**src/rtl/ef_smsdac_seg_mse.sv**
```systemverilog
// Segmented first-order mismatch-shaping encoder: S shaped 3-level LSB segments plus an MSB remainder.
// Optional LFSR tie-break dither is built when SMSDAC_DITHER_EN is defined.
module ef_smsdac_seg_mse #(
    parameter int unsigned W = 8,
    parameter int unsigned S = 3
) (
    input  logic               clk,
    input  logic               rst_b,
    input  logic               en,
    input  logic               en_dith,
    input  logic [W-1:0]       d_in,
    output logic [2*S-1:0]     d_seg,
    output logic [W-S:0]       d_msb,
    output logic               out_vld
);

    localparam int unsigned MW = W - S + 1;
    localparam int unsigned XW = W + 1;
    localparam int unsigned SW = 2 * S;
    localparam int unsigned LW = 15;

    logic [W-1:0]        d_q_q, d_q_d;
    logic [S-1:0][1:0]   integ_q, integ_d, integ_nx;
    logic [SW-1:0]       seg_q, seg_d, seg_c;
    logic [MW-1:0]       msb_q, msb_d, msb_c;
    logic                vld_q, vld_d;
    logic                dith_act;
    logic [S-1:0]        rnd;

`ifdef SMSDAC_DITHER_EN
    logic [LW-1:0]       lfsr_q, lfsr_d;

    // Fibonacci LFSR x^15+x^14+1, advancing on every enabled edge
    always_comb begin
        lfsr_d = lfsr_q;
        if (en) begin
            lfsr_d = {lfsr_q[LW-2:0], lfsr_q[14] ^ lfsr_q[13]};
        end
        dith_act = en_dith;
        rnd      = lfsr_q[S-1:0];
    end

    always_ff @(posedge clk) begin
        if (!rst_b) begin
            lfsr_q <= LW'(1);
        end else begin
            lfsr_q <= lfsr_d;
        end
    end
`else
    logic unused_en_dith;

    always_comb begin
        dith_act       = 1'b0;
        rnd            = '0;
        unused_en_dith = en_dith;
    end
`endif

    // Stage chain: pick s_i from parity and integrator, carry the exact quotient to the next stage.
    // Integrator code: 2'b01=+1, 2'b00=0, 2'b11=-1.
    always_comb begin
        logic [XW-1:0] x;
        logic          pos;
        logic          neg;
        x        = XW'(d_q_q);
        seg_c    = '0;
        integ_nx = integ_q;
        for (int unsigned i = 0; i < S; i++) begin
            pos = 1'b0;
            neg = 1'b0;
            if (x[0]) begin
                if (integ_q[i] == 2'b01) begin
                    neg = 1'b1;
                end else if (integ_q[i] == 2'b11) begin
                    pos = 1'b1;
                end else if (dith_act && rnd[i]) begin
                    neg = 1'b1;
                end else begin
                    pos = 1'b1;
                end
            end
            seg_c[2*i +: 2] = {pos, ~pos & ~neg};
            // x odd: (x-1)/2 = x>>1, (x+1)/2 = (x>>1)+1
            x = (x >> 1) + XW'(neg);
            if (pos) begin
                integ_nx[i] = integ_q[i] + 2'b01;
            end else if (neg) begin
                integ_nx[i] = integ_q[i] - 2'b01;
            end
        end
        msb_c = x[MW-1:0];
    end

    // Next-state: everything except out_vld holds when en=0
    always_comb begin
        d_q_d   = d_q_q;
        integ_d = integ_q;
        seg_d   = seg_q;
        msb_d   = msb_q;
        vld_d   = en;
        if (en) begin
            d_q_d   = d_in;
            integ_d = integ_nx;
            seg_d   = seg_c;
            msb_d   = msb_c;
        end
    end

    always_ff @(posedge clk) begin
        if (!rst_b) begin
            d_q_q   <= '0;
            integ_q <= '0;
            seg_q   <= {S{2'b01}};
            msb_q   <= '0;
            vld_q   <= 1'b0;
        end else begin
            d_q_q   <= d_q_d;
            integ_q <= integ_d;
            seg_q   <= seg_d;
            msb_q   <= msb_d;
            vld_q   <= vld_d;
        end
    end

    assign d_seg   = seg_q;
    assign d_msb   = msb_q;
    assign out_vld = vld_q;

    // Integrators must never leave {-1,0,+1}; output codes never 2'b11
    for (genvar g = 0; g < S; g++) begin : g_chk
        a_integ_range : assert property (@(posedge clk) disable iff (!rst_b)
            integ_q[g] != 2'b10);
        a_seg_code : assert property (@(posedge clk) disable iff (!rst_b)
            seg_q[2*g +: 2] != 2'b11);
    end

endmodule

```
**config.mk**
```make
export PLATFORM = sky130hd
export DESIGN_NAME = ef_smsdac_seg_mse
export DESIGN_NICKNAME = d
export VERILOG_FILES = /design/src/rtl/ef_smsdac_seg_mse.sv
export SDC_FILE = /design/constraint.sdc
export NUM_CORES = 1
export LEC_CHECK = 0
export ABC_AREA = 1
export BUFFER_PORTS_ARGS = -buffer_cell sky130_fd_sc_hd__buf_4
export CAP_MARGIN = 25
export CORE_ASPECT_RATIO = 0.9
export CORE_MARGIN = 1
export CORE_UTILIZATION = 44
export CTS_CLUSTER_SIZE = 40
export DETAILED_ROUTE_END_ITERATION = 8
export MAX_ROUTING_LAYER = met4
export PLACE_DENSITY_LB_ADDON = 0.05
export SYNTH_ARGS = -nofsm -noshare
export SYNTH_HDL_FRONTEND = slang
export SYNTH_SLANG_ARGS = --single-unit
export TNS_END_PERCENT = 100
```
**constraint.sdc**
```tcl
create_clock -name clk -period 3.4 [get_ports clk]
set_input_delay 0.68 -clock clk [delete_from_list [all_inputs] [get_ports clk]]
set_output_delay 0.68 -clock clk [all_outputs]
set_load 0.01 [all_outputs]
```
* After elaboration in Yosys (flattened, before gate mapping)
Cells that the tools add are included.
W data, S select, Z words.
** Word-level totals
- Output and inout port bits :: 13
- Bits of input ports :: 12
- Word-level logic and storage cells :: 52
- Bits in registers :: 27
** Cells by class
- Reduce and logical (&&, ||, !) cells :: 6
- Mux-type cells :: 18
- $add $sub $neg :: 9
- Eq/ne operators :: 3
- Bitwise gates (word level) :: 9
** Operators by type and width (number)
- $mux W1 :: 12
- $mux W2 :: 6
- $add A7 B1 Y8 :: 1
- $add A7 B1 Y7 :: 1
- $add A2 B1 Y2 const B :: 3
- $add A6 B1 Y6 :: 1
- $eq A2 B1 Y1 const B :: 3
- $not A1 Y1 :: 6
- $reduce_and A2 Y1 :: 3
- $reduce_bool A2 Y1 :: 3
- $sub A2 B1 Y2 const B :: 3
- $and A1 B1 Y1 :: 3

* Logic depth before layout (Yosys ltp)
Gate-level depths: netlist of run 1.
- Depth after elaboration :: 9
- Depth in mapped cells :: 22
- Mapped depth without buffers :: 22

* Worst setup path before layout of run 1
Ideal clock, no wire load.
- Kind :: register -> register
- Start point :: register integ_q[1] in the netlist's numbering
- End point :: register msb_q[4] (netlist: d_msb[4])
- Data required time :: 3.291 ns
- Setup slack :: 0.998 ns
- Clock period less this slack :: 2.402 ns
- Setup time :: 0.109 ns
- Arrival time :: 2.293 ns
- Path buffers :: 0
- Stages on the path, launching flop included :: 19
- Cells stage by stage :: dfxtp_1 inv_1 ha_1 nand2_1 inv_1 ha_1 ha_1 ha_1 ha_1 nand3b_1 nand2_1 clkinv_1 ha_1 nand3_1 nor2_1 nand2_1 nand3_1 nand2_1 inv_1
** Between the ends
- Cells in the longest elaborated chain, start to end :: 8
** RTL lines
- start: declaration :: line 23 : logic [S-1:0][1:0] integ_q, integ_d, integ_nx;
- start signal: assignment :: line 119 : integ_q <= integ_d;
- $eq A2 B1 Y1 (*) :: line 73 : if (integ_q[i] == 2'b01) begin
- $mux W1 (*) :: line 73
- $mux W1 (*) :: line 72 : if (x[0]) begin
- $add A7 B1 Y8 (*) :: line 85 : x = (x >> 1) + XW'(neg);
- $mux W1 :: line 72
- $add A7 B1 Y7 (*) :: line 85
- $mux W1 :: line 72
- $add A6 B1 Y6 (*) :: line 85
- end signal: assignment :: line 121 : msb_q <= msb_d;
- end: declaration :: line 25 : logic [MW-1:0] msb_q, msb_d, msb_c;
Every way passes the cells marked *; elsewhere a longest branch is shown, timed or not.
A chain may end at the register's enable or synchronous reset.

* Worst setup path after layout of run 1
Ends and elaborated chain as after synthesis.

==> summary.md, run 1 <==
| Metric | Value |
|---|---|
| Status | finished clean |
| PD cells | between 300 and 400 nW/um^2 |
| # resized after CTS | 0 |
| Max_cap viols | 0 |
| Ys async rst share | 0% |
| Unrepaired setup endpoints after global routing | false |
| DP HPWL | about 2100 um |
| Met2 usage | about a third |
| Die H | between 50 and 60 um |
| Hold path depth | 2 |
| Post-synthesis mux area share | 0% |
| EDFF count, synth | 0 |
| M3 GR Usage | just under 5% |
| RR Startpoint | integ_q[1] |
| GR Layer Usage met1 | between 20% and 30% |
| Register area share after synthesis | 38.7% |
| Htree depth | 1 |
| Post-Synth Adder-Cell Area | under 10% |
| Clk pin slew, worst setup/hold paths | approximately 0.14 ns |
| Routed Antenna Nets | 0 |
| Flops & latches, synth | 27 |
| Post-Synth Simple-Gate Area | between 20 and 30% |
| Crit. End Element | flip-flop |
| Xor/xnor share of the synthesized area | roughly 5.0% |
| Maximum VDD drop | 0.000280 V |
| Post-Syn Nets | between 200 and 250 |
| Placement Rows | 19 |
| Worst min-delay path category | reg2reg |
| Cell with the most instances after synthesis | nand2_1 |
| Synth top cells by count | nand2_1, dfxtp_1, inv_1 |
| Root cell of the clock tree | clkbuf_4 |
| Bufs on Longest Clock Path | 2 |
| Die Area | 3410 sq um |
| Cell count after synthesis | approximately 180 |
| Worst setup SP type | flip-flop |
| Final Net Count | 231 |
| Worst-skew pair later-pin latency | between 0.3 and 0.4 ns |
| Storage cell area | approximately 540 sq um |
| Fin crit share | between 70% and 80% |
| Post-synth top flop | dfxtp_1 |
| Main combinational cell family by area after synthesis | simple AND/OR/NAND/NOR gates |
| DRC violations left | 0 |
| Layer with the highest usage | met2 |
| # diodes | 0 |
| Setup crit end | d_msb[4] |
| Core region area | between 3000 and 4000 sq um |
| Fraction of layout cells with a size suffix above 1 | 19.6% |
| # fillers | ~330 |
| F_max | between 300 and 400 MHz |
| Final hold vios | 0 |
| Initial antenna violation count | 0 |
| Largest net degree at the start of global routing | 15 |
| Port Buffers | 23 |
| Actual slew at the worst max-slew pin | between 0.4 and 0.5 ns |
| Fin worst setup slack | 0.753 ns |
| Post-CTS Setup Repair Bufs | 0 |
| Initial Utilization | between 40 and 50% |
| Synth Cell Area | ~1400 sq um |
| Place WS | about 0.75 ns |
| Slew Viols, Final | 0 |
| Area Growth Syn to Fin | 16.9% |
| Synth Warn # | 0 |
| Vias in the first global route | 1,131 |
| Vias per inst | 4.73 |
| Setup_tns | 0 ns |
| Flop2flop setup slack | approximately 0.75 ns |
| Leak pwr | between 0.7 and 0.8 nW |
| Mean Syn Cell Area | about 7.6 sq um |
| Yosys top cell area share | around two fifths |
| Routed WL | 2660 um |
| Area contributors post-synth | dfxtp_1, nand2_1, ha_1 |
| Io pins | 25 |
| Crit. Startpoint | integ_q[1] |
| Die X | 61.4 um |
| Grt ovf | 0 |
| Cell variety after synth | 24 |
| Multi-input gate area | ~760 sq um |
| Routed wire per std cell | around 11 um |
| RD Place Congestion | 0.765 |
| CTS buffer count | 3 |
| R2R depth | 19 |
| CP Class | reg2reg |
| Tmin final | about 2.6 ns |
| Routed vias | roughly 1,200 |
| Synth Area in Compound Gates | a little under an eighth |
| Clock sink total | 27 |
| Critical Path Fanout Max | 4 |
| Clock skew | around 0.0019 ns |
| WP data required | between 3 and 4 ns |
| TritonCTS clock tree | done |
| Setup violations, final | 0 |
| Hold buffer count at cts | 0 |
| Leading area contributor after synthesis | dfxtp_1 |
| Worst r2r dst | d_msb[4] |
| Global-route wire length before repair | 4720 um |
| TritonRoute pass-1 iters | 4 |
| Worst slew margin | 71.8% |
| Initial DRC Count | 52 |
| Critical path arrival | 2.89 ns |
| GRT Overall Usage | between 10% and 20% |
[logic make-up after synthesis]
family,after synthesis
AND/OR/NAND/NOR,89
flip-flops,27
AO/OA/AOI/OAI,26
buffers and inverters,25
adder cells (fa/ha/maj),9
XOR/XNOR,8
[routing by layer]
metal	vias to the layer above	wire, um
met5	-	0
li1	640	-
met4	0	18
met1	523	1330
met2	23	1190
met3	2	113
[power breakdown]
group          switching [W]  internal [W]
clock              0.0000930     0.0000460
sequential         0.0000112      0.000333
combinational      0.0000461     0.0000392
total               0.000150      0.000418
[placed cells by master (no fill, tap or decap)]
cell type | netlist | final
xor2_1 | 5 | 5
o31ai_1 | 2 | 2
a21oi_1 | 1 | 1
a21oi_2 | 1 | 1
nand2_1 | 51 | 51
nor2_4 | 2 | 2
nand2_2 | 5 | 5
inv_1 | 22 | 22
nand3b_1 | 1 | 1
nand3_2 | 2 | 2
buf_4 | 0 | 23
nand3_1 | 7 | 7
nor2_1 | 13 | 13
nand4_1 | 3 | 3
nor2_2 | 5 | 5
ha_1 | 9 | 9
xnor2_1 | 3 | 3
dfxtp_1 | 27 | 27
a211oi_1 | 3 | 3
a22o_1 | 4 | 4
clkbuf_4 | 0 | 3
clkbuf_1 | 1 | 1
o21ai_0 | 13 | 13
o21a_1 | 2 | 2
clkinv_1 | 1 | 1
[critical path: stages (launching register included)]
cell	delay [ns]
dfxtp_1	0.32
inv_1	0.06
ha_1	0.20
nand2_1	0.07
inv_1	0.07
ha_1	0.21
ha_1	0.24
nand2_1	0.12
nand2_1	0.12
inv_1	0.05
ha_1	0.27
ha_1	0.17
ha_1	0.19
inv_1	0.05
nor2_1	0.14
nand2_1	0.07
nand2_1	0.06
nand3_1	0.07
nand2_1	0.06
inv_1	0.03
[how the worst min path moves through the flow]
stage          slack [ns]    endpoint  startpoint
3_5_place_dp         0.45    d_msb[3]    d_msb[3]
5_1_grt              0.50    d_seg[0]    d_seg[0]
6_report             0.46    d_msb[3]    d_msb[3]
2_1_floorplan        0.44  integ_q[5]  integ_q[5]
4_1_cts              0.47    d_msb[3]    d_msb[3]
3_3_place_gp         0.44    d_msb[3]    d_msb[3]
[flip-flops by register name, summed over array words and instances, names as in the netlist]
| register | flops |
|---|---|
| out_vld | 1 |
| d_q_q | 8 |
| integ_q | 6 |
| d_seg | 6 |
| d_msb | 6 |
[final cells by class]
cell class / count / area share [%]
clock buffer: 4 / 1.61
inverter: 23 / 5.28
multi-input combinational: 132 / 46.2
sequential: 27 / 33.1
tap: 42 / 3.22
timing repair buffer: 23 / 10.6
[metrics by stage]
| stage | total power (W) | util, % | hold slack, ns | std cells | cell area (sq um) |
|---|---|---|---|---|---|
| 3_3_place_gp | 0.000434 | 52.8 | 0.442 | 247 | 1610 |
| 2_1_floorplan | 0.000406 | - | 0.439 | 184 | 1400 |
| 4_1_cts | 0.000577 | 53.7 | 0.467 | 251 | 1630 |
| 5_1_grt | 0.000600 | 53.7 | 0.504 | 251 | 1630 |
| 3_5_place_dp | 0.000437 | 52.8 | 0.447 | 247 | 1610 |
| 6_report | 0.000568 | 53.7 | 0.462 | 251 | 1630 |
Power figures use the tool's default switching activity.
==> run 2, diff against run 1 <==
==> constraint.sdc (replaced) <==
create_clock -name clk -period 2.3 [get_ports clk]
set_input_delay 0.46 -clock clk [delete_from_list [all_inputs] [get_ports clk]]
set_output_delay 0.46 -clock clk [all_outputs]
set_load 0.01 [all_outputs]
==> run 2 against run 1 <==
Design area up 13%. Combinational power is 71% higher. Non-clock buffer count up 13. Highest routed layer unchanged.
==> summary.md, run 2 (synthesized netlist as in run 1, its figures left out) <==
| Metric | Value |
|---|---|
| Status | finished clean |
| Bufs on Longest Clock Path | 2 (unchanged) |
| Grt ovf | 0 (unchanged) |
| RR Startpoint | integ_q[1] |
| Io pins | 25 (unchanged) |
| Max_cap viols | 0 (unchanged) |
| Global-route wire length before repair | 4980 um (+5.6%) |
| Fin crit share | 96.2% (+18 points) |
| Hold_sp | rst_b |
| # diodes | 0 (unchanged) |
| Most frequent cells in the layout | nand2_1, buf_4, dfxtp_1 |
| R2R depth | 18 (-1) |
| Largest net degree at the start of global routing | 17 (+2) |
| DP HPWL | 2170 um (+3.6%) |
| Sw frac | 28.2% (+1.8 points) |
| Core region area | 3040 sq um (unchanged) |
| CP Cell Sequence | inv_2 > ha_4 > nand2_2 > inv_2 > ha_4 > ha_4 > ha_4 > ha_4 > nand3b_1 > nand2_1 > clkinv_2 > ha_4 > nand3_2 > nor2_1 > nand2_1 > nand3_1 > nand2_1 > inv_1 |
| Kind of cell adding the most delay to the critical path | adder cells |
| Worst r2r dst | d_msb[4] |
| WP data required | 2.56 ns (-1.08 ns) |
| Worst slew margin | 71.9% (+0.080 points) |
| Critical Path Fanout Max | 3 (-1) |
| Maximum VDD drop | 0.000282 V (+0.81%) |
| Logic pwr share | 16.6% (+1.6 points) |
| PD cells | 475 nW/um^2 (+37%) |
| Final Net Count | 244 (+5.6%) |
| Vias per inst | 4.84 (+2.4%) |
| Tmin final | 2.21 ns (-0.434 ns) |
| Reg power frac | 58.1% (-2.4 points) |
| Critical path's slowest cell | dfxtp_2 |
| Routed Antenna Nets | 0 (unchanged) |
| Min-Delay Endpoint | d_seg[0] |
| Hold path depth | 2 (unchanged) |
| Vias in the first global route | 1,198 (+5.9%) |
| Worst min-delay path category | in2reg |
| Clock Power Share | 25.2% (+0.7 points) |
| Slew Viols, Final | 0 (unchanged) |
| Flop2flop setup slack | 0.09 ns (-0.67 ns) |
| Max reg flops | 8 (unchanged) |
| Max incr delay on CP | 0.35 ns (+0.03 ns) |
| Setup_tns | 0 ns (unchanged) |
| Htree depth | 1 (unchanged) |
| Placement Rows | 19 (unchanged) |
| Clock sink total | 27 (unchanged) |
| Port Buffers | 23 (unchanged) |
| Net switching power | 0.000248 W (+65%) |
| Initial DRC Count | 35 (-33%) |
| CP Class | reg2reg |
| Clk pin slew, worst setup/hold paths | 0.16 ns (+0.02 ns) |
| TritonRoute pass-1 iters | 4 (unchanged) |
| Final hold vios | 0 (unchanged) |
| Post-Layout Cell Count | 264 (+5.2%) |
| Root cell of the clock tree | clkbuf_4 |
| Unrepaired setup endpoints after global routing | true |
| Largest Register | d_q_q |
| Fraction of layout cells with a size suffix above 1 | 35.1% (+16 points) |
| Worst setup SP type | flip-flop |
| Die H | 55.5 um (unchanged) |
| Routed vias | 1,279 (+7.7%) |
| Crit. End Element | flip-flop |
| Worst Path Buf+Inv | 4 (-1) |
| RD Place Congestion | 0.738 (-3.4%) |
| Routed wire per std cell | 10.7 um (+1.0%) |
| Die Area | 3410 sq um (unchanged) |
| Most used cell, CP | ha_4 |
| Setup violations, final | 0 (unchanged) |
| Initial antenna violation count | 0 (unchanged) |
| TritonCTS clock tree | done |
| Leak pwr | 0.796 nW (+6.7%) |
| Initial Utilization | 45.9% (unchanged) |
| DRC violations left | 0 (unchanged) |
| Worst-skew pair later-pin latency | 0.33 ns (about the same) |
| Placed Cells | 257 (+4.0%) |
| Internal Power | 0.000631 W (+51%) |
| Routed WL | 2820 um (+6.3%) |
| Critical path arrival | 2.47 ns (-0.42 ns) |
| Die X | 61.4 um (unchanged) |
| Clock skew | 0.00233 ns (+0.000399 ns) |
| Area Growth Syn to Fin | 32.3% |
| GRT Overall Usage | 19.5% (+0.58 points) |
| F_max | 452 MHz (+20%) |
| Most common cell after layout, fill and taps aside | nand2_1 |
| CTS buffer count | 3 (unchanged) |
| Actual slew at the worst max-slew pin | 0.421 ns (-0.00121 ns) |
| Hold buffer count at cts | 0 (unchanged) |
[run 2: changes by cell type in the layout (fill, tap and decap cells not counted), sizes merged]
cell / before / now
clkinvlp: 0 / 1
buf: 23 / 36
clkbuf: 4 / 3
[run 2: metrics by stage]
stage,worst slack (ns),util (%),hold WS (ns),total power [W],instance area [sq um]
6_report,0.0865,60.8,0.300,0.000879,1850
5_1_grt,-0.0494,60.8,0.274,0.000930,1850
4_1_cts,0.00937,59.3,0.295,0.000882,1800
3_5_place_dp,-0.124,56.9,0.444,0.000658,1730
3_3_place_gp,-0.115,56.9,0.442,0.000654,1730
2_1_floorplan,0.00276,-,0.439,0.000604,1450
[run 2: worst max path at each step]
stage	from	to	slack (ns)	cells past startpoint
floorplan	integ_q[1]	d_msb[4]	0.003	18
global placement	integ_q[1]	d_msb[4]	-0.11	18
detailed placement	integ_q[0]	d_msb[4]	-0.12	17
CTS	integ_q[1]	d_msb[4]	0.009	21
global route	integ_q[1]	d_msb[4]	-0.05	18
finish	integ_q[1]	d_msb[4]	0.09	18
[run 2: power groups by stage]
stage          registers (W)  logic (W)  clock network, W
2_1_floorplan       0.000520  0.0000836                 0
3_3_place_gp        0.000517   0.000137                 0
3_5_place_dp        0.000519   0.000140                 0
4_1_cts             0.000510   0.000144          0.000228
5_1_grt             0.000514   0.000166          0.000250
6_report            0.000511   0.000146          0.000222
[run 2: timing repair]
item	CTS	global route
pin swaps	2	13
setup endpoints to repair	5	5
resized for setup	8	13
buffers inserted	1	2
[run 2: area by class of cell]
type	count	area, sq um
sequential	27	543
inverter	23	87.6
multi-input combinational	132	866
fill	283	1190
clock inverter	1	7.51
clock buffer	3	22.5
tap	42	52.6
timing repair buffer	36	270
[run 2: per-layer routing]
layer	up-vias	routed length, um	global-route usage, %
met5	-	0	-
met3	2	106	3.75
met1	585	1410	26.8
met4	0	10	4.44
li1	669	-	-
met2	23	1290	29.5
==> run 3, diff against run 2 <==
--- a/config.mk
+++ b/config.mk
@@ -8,9 +8,11 @@
 export ABC_AREA = 1
 export BUFFER_PORTS_ARGS = -buffer_cell sky130_fd_sc_hd__buf_4
 export CAP_MARGIN = 25
+export CELL_PAD_IN_SITES_DETAIL_PLACEMENT = 0
+export CELL_PAD_IN_SITES_GLOBAL_PLACEMENT = 1
 export CORE_ASPECT_RATIO = 0.9
 export CORE_MARGIN = 1
-export CORE_UTILIZATION = 44
+export CORE_UTILIZATION = 35
 export CTS_CLUSTER_SIZE = 40
 export DETAILED_ROUTE_END_ITERATION = 8
 export MAX_ROUTING_LAYER = met4
==> run 3 against run 2 <==
Combinational power rose by 4%. Global-route usage decreased by 3.7 points. Clock-buffer cell count increased by 1. Critical path type unchanged. Largest power group unchanged.
==> summary.md, run 3 (synthesized netlist as in run 1, its figures left out) <==
| Metric | Value |
|---|---|
| Die X | 68.6 um (+12%) |
| CP Cell Sequence | inv_2 > ha_4 > nand2_4 > inv_4 > ha_4 > ha_4 > ha_4 > ha_4 > ha_4 > ha_4 > inv_1 > nor2_2 > nand2_1 > nand2_1 > nand3_2 > nand2_1 > inv_1 |
| F_max | 450 MHz (-0.43%) |
| DP HPWL | 2300 um (+6.1%) |
| GRT Overall Usage | 15.7% (-3.7 points) |
| RD Place Congestion | 0.735 (-0.46%) |
| CP Class | reg2reg |
| Hold path depth | 2 (unchanged) |
| Leak pwr | 0.823 nW (+3.3%) |
| Routed WL | 3010 um (+6.6%) |
| PD cells | 496 nW/um^2 (+4.5%) |
| Kind of cell adding the most delay to the critical path | adder cells |
| Critical path's slowest cell | dfxtp_2 |
| Placed Cells | 261 (+1.6%) |
| Io pins | 25 (unchanged) |
| Routed vias | 1,236 (-3.4%) |
| Maximum VDD drop | 0.000341 V (+21%) |
| Reg power frac | 54.7% (-3.4 points) |
| Fraction of layout cells with a size suffix above 1 | 34.7% (-0.45 points) |
| Max reg flops | 8 (unchanged) |
| Die H | 62.0 um (+12%) |
| Hold_sp | rst_b |
| Max_cap viols | 0 (unchanged) |
| Htree depth | 1 (unchanged) |
| TritonRoute pass-1 iters | 4 (unchanged) |
| R2R depth | 17 (-1) |
| Worst min-delay path category | in2reg |
| Worst setup SP type | flip-flop |
| Worst Path Buf+Inv | 4 (unchanged) |
| Critical Path Fanout Max | 3 (unchanged) |
| Clock skew | 0.00763 ns (+0.00530 ns) |
| Grt ovf | 0 (unchanged) |
| Most frequent cells in the layout | nand2_1, buf_4, dfxtp_1 |
| Initial Utilization | 37.2% (-8.7 points) |
| Net switching power | 0.000243 W (-2.2%) |
| Routed Antenna Nets | 0 (unchanged) |
| # diodes | 0 (unchanged) |
| # fillers | 375 (+33%) |
| Hold Slack | 0.374 ns (+0.0737 ns) |
| Largest Register | d_q_q |
| Initial antenna violation count | 0 (unchanged) |
| Critical path arrival | 2.41 ns (-0.06 ns) |
| Sw frac | 26.0% (-2.2 points) |
| Vias per inst | 4.61 (-4.8%) |
| Root cell of the clock tree | clkbuf_8 |
| Tmin final | 2.22 ns (+0.00952 ns) |
| Global-route wire length before repair | 4750 um (-4.6%) |
| Min-Delay Endpoint | d_seg[0] |
| Max incr delay on CP | 0.34 ns (about the same) |
| Port Buffers | 23 (unchanged) |
| Final hold vios | 0 (unchanged) |
| Final Net Count | 244 (unchanged) |
| TritonCTS clock tree | done |
| Worst slew margin | 72.4% (+0.49 points) |
| Most common cell after layout, fill and taps aside | nand2_1 |
| Crit. End Element | flip-flop |
| Place WS | -0.133 ns (-0.00957 ns) |
| Flop2flop setup slack | 0.08 ns (about the same) |
| Unrepaired setup endpoints after global routing | true |
| Area Growth Syn to Fin | 34.5% |
| Die Area | 4250 sq um (+25%) |
| Bufs on Longest Clock Path | 2 (unchanged) |
| Routed wire per std cell | 11.2 um (+5.0%) |
| Largest net degree at the start of global routing | 15 (-2) |
| DRC violations left | 0 (unchanged) |
| Actual slew at the worst max-slew pin | 0.414 ns (-0.00736 ns) |
| Clock sink total | 27 (unchanged) |
| RR Startpoint | integ_q[1] |
| Logic pwr share | 16.3% (-0.3 points) |
| Worst-skew pair later-pin latency | 0.27 ns (-0.06 ns) |
| Initial DRC Count | 51 (+46%) |
| Worst r2r dst | d_msb[4] |
| Placement Rows | 21 (+2) |
| Internal Power | 0.000690 W (+9.5%) |
| Clock Power Share | 29.0% (+3.8 points) |
| CTS buffer count | 3 (unchanged) |
| Setup violations, final | 0 (unchanged) |
| Vias in the first global route | 1,131 (-5.6%) |
| Status | finished clean |
| Fin crit share | 96.7% (+0.41 points) |
| Fin worst setup slack | 0.0770 ns (-0.00952 ns) |
| Post-Layout Cell Count | 268 (+1.5%) |
| Most used cell, CP | ha_4 |
| Hold buffer count at cts | 0 (unchanged) |
| WP data required | 2.48 ns (-0.08 ns) |
| Slew Viols, Final | 0 (unchanged) |
| Clk pin slew, worst setup/hold paths | 0.10 ns (-0.06 ns) |
| Core region area | 3760 sq um (+23%) |
[run 3: cell types whose count changed in the layout (fill, tap and decap cells not counted), sizes merged]
cell      delta
clkinvlp     -1
clkbuf       +1
[run 3: timing repair]
item                                    4_1_cts  5_1_grt
gates resized for setup                      10       12
pin swaps                                     1       12
endpoints found under the setup margin        5        5
cloned                                        0        0
setup buffers                                 0        3
[run 3: power groups by stage]
| stage | Sequential [W] | Combinational, W | Clock (W) |
|---|---|---|---|
| 6_report | 0.000510 | 0.000152 | 0.000271 |
| 3_3_place_gp | 0.000518 | 0.000140 | 0 |
| 4_1_cts | 0.000509 | 0.000147 | 0.000287 |
| 2_1_floorplan | 0.000520 | 0.0000836 | 0 |
| 5_1_grt | 0.000514 | 0.000171 | 0.000305 |
| 3_5_place_dp | 0.000519 | 0.000143 | 0 |
[run 3: how the worst max path moves through the flow]
stage,startpoint,to,slack [ns],depth (start not counted)
final,integ_q[1],d_msb[4],0.08,17
after CTS,integ_q[1],d_msb[4],0.008,18
after global routing,integ_q[1],d_msb[4],-0.06,21
after detailed placement,integ_q[1],d_msb[4],-0.13,18
after global placement,integ_q[1],d_msb[4],-0.11,18
after floorplan,integ_q[1],d_msb[4],0.003,18
[run 3: worst register-to-register path, stage by stage, from the launching register on]
cell and delay [ns]:
dfxtp_2 0.34, inv_2 0.05, ha_4 0.16, nand2_4 0.06, inv_4 0.04, ha_4 0.15, ha_4 0.21, ha_4 0.16
ha_4 0.26, ha_4 0.13, ha_4 0.13, inv_1 0.05, nor2_2 0.09, nand2_1 0.07, nand2_1 0.07, nand3_2 0.07
nand2_1 0.06, inv_1 0.03
[run 3: layer usage]
metal | share of wire (%) | vias up | GRT usage, %
met5 | 0 | - | -
met3 | 3.4 | 2 | 3.83
met4 | 0.37 | 0 | 2.68
li1 | - | 668 | -
met1 | 50 | 550 | 19.3
met2 | 47 | 16 | 26.5
[run 3: final cells by class]
class	count	area (sq um)	share of cell area, %
Multi-Input combinational cell	132	873	46.5
Sequential cell	27	543	28.9
Timing Repair Buffer	36	270	14.4
Inverter	23	90.1	4.79
Tap cell	46	57.6	3.06
Clock buffer	4	45.0	2.40
[run 3: stage by stage]
| stage | utilization (%) | area (sq um) | TNS [ns] | total power [W] |
|---|---|---|---|---|
| 3_3_place_gp | 46.2 | 1740 | -0.178 | 0.000657 |
| 2_1_floorplan | - | 1450 | 0 | 0.000604 |
| 6_report | 50.0 | 1880 | 0 | 0.000933 |
| 4_1_cts | 48.4 | 1820 | 0 | 0.000943 |
| 3_5_place_dp | 46.2 | 1740 | -0.350 | 0.000661 |
| 5_1_grt | 50.0 | 1880 | -0.113 | 0.000990 |
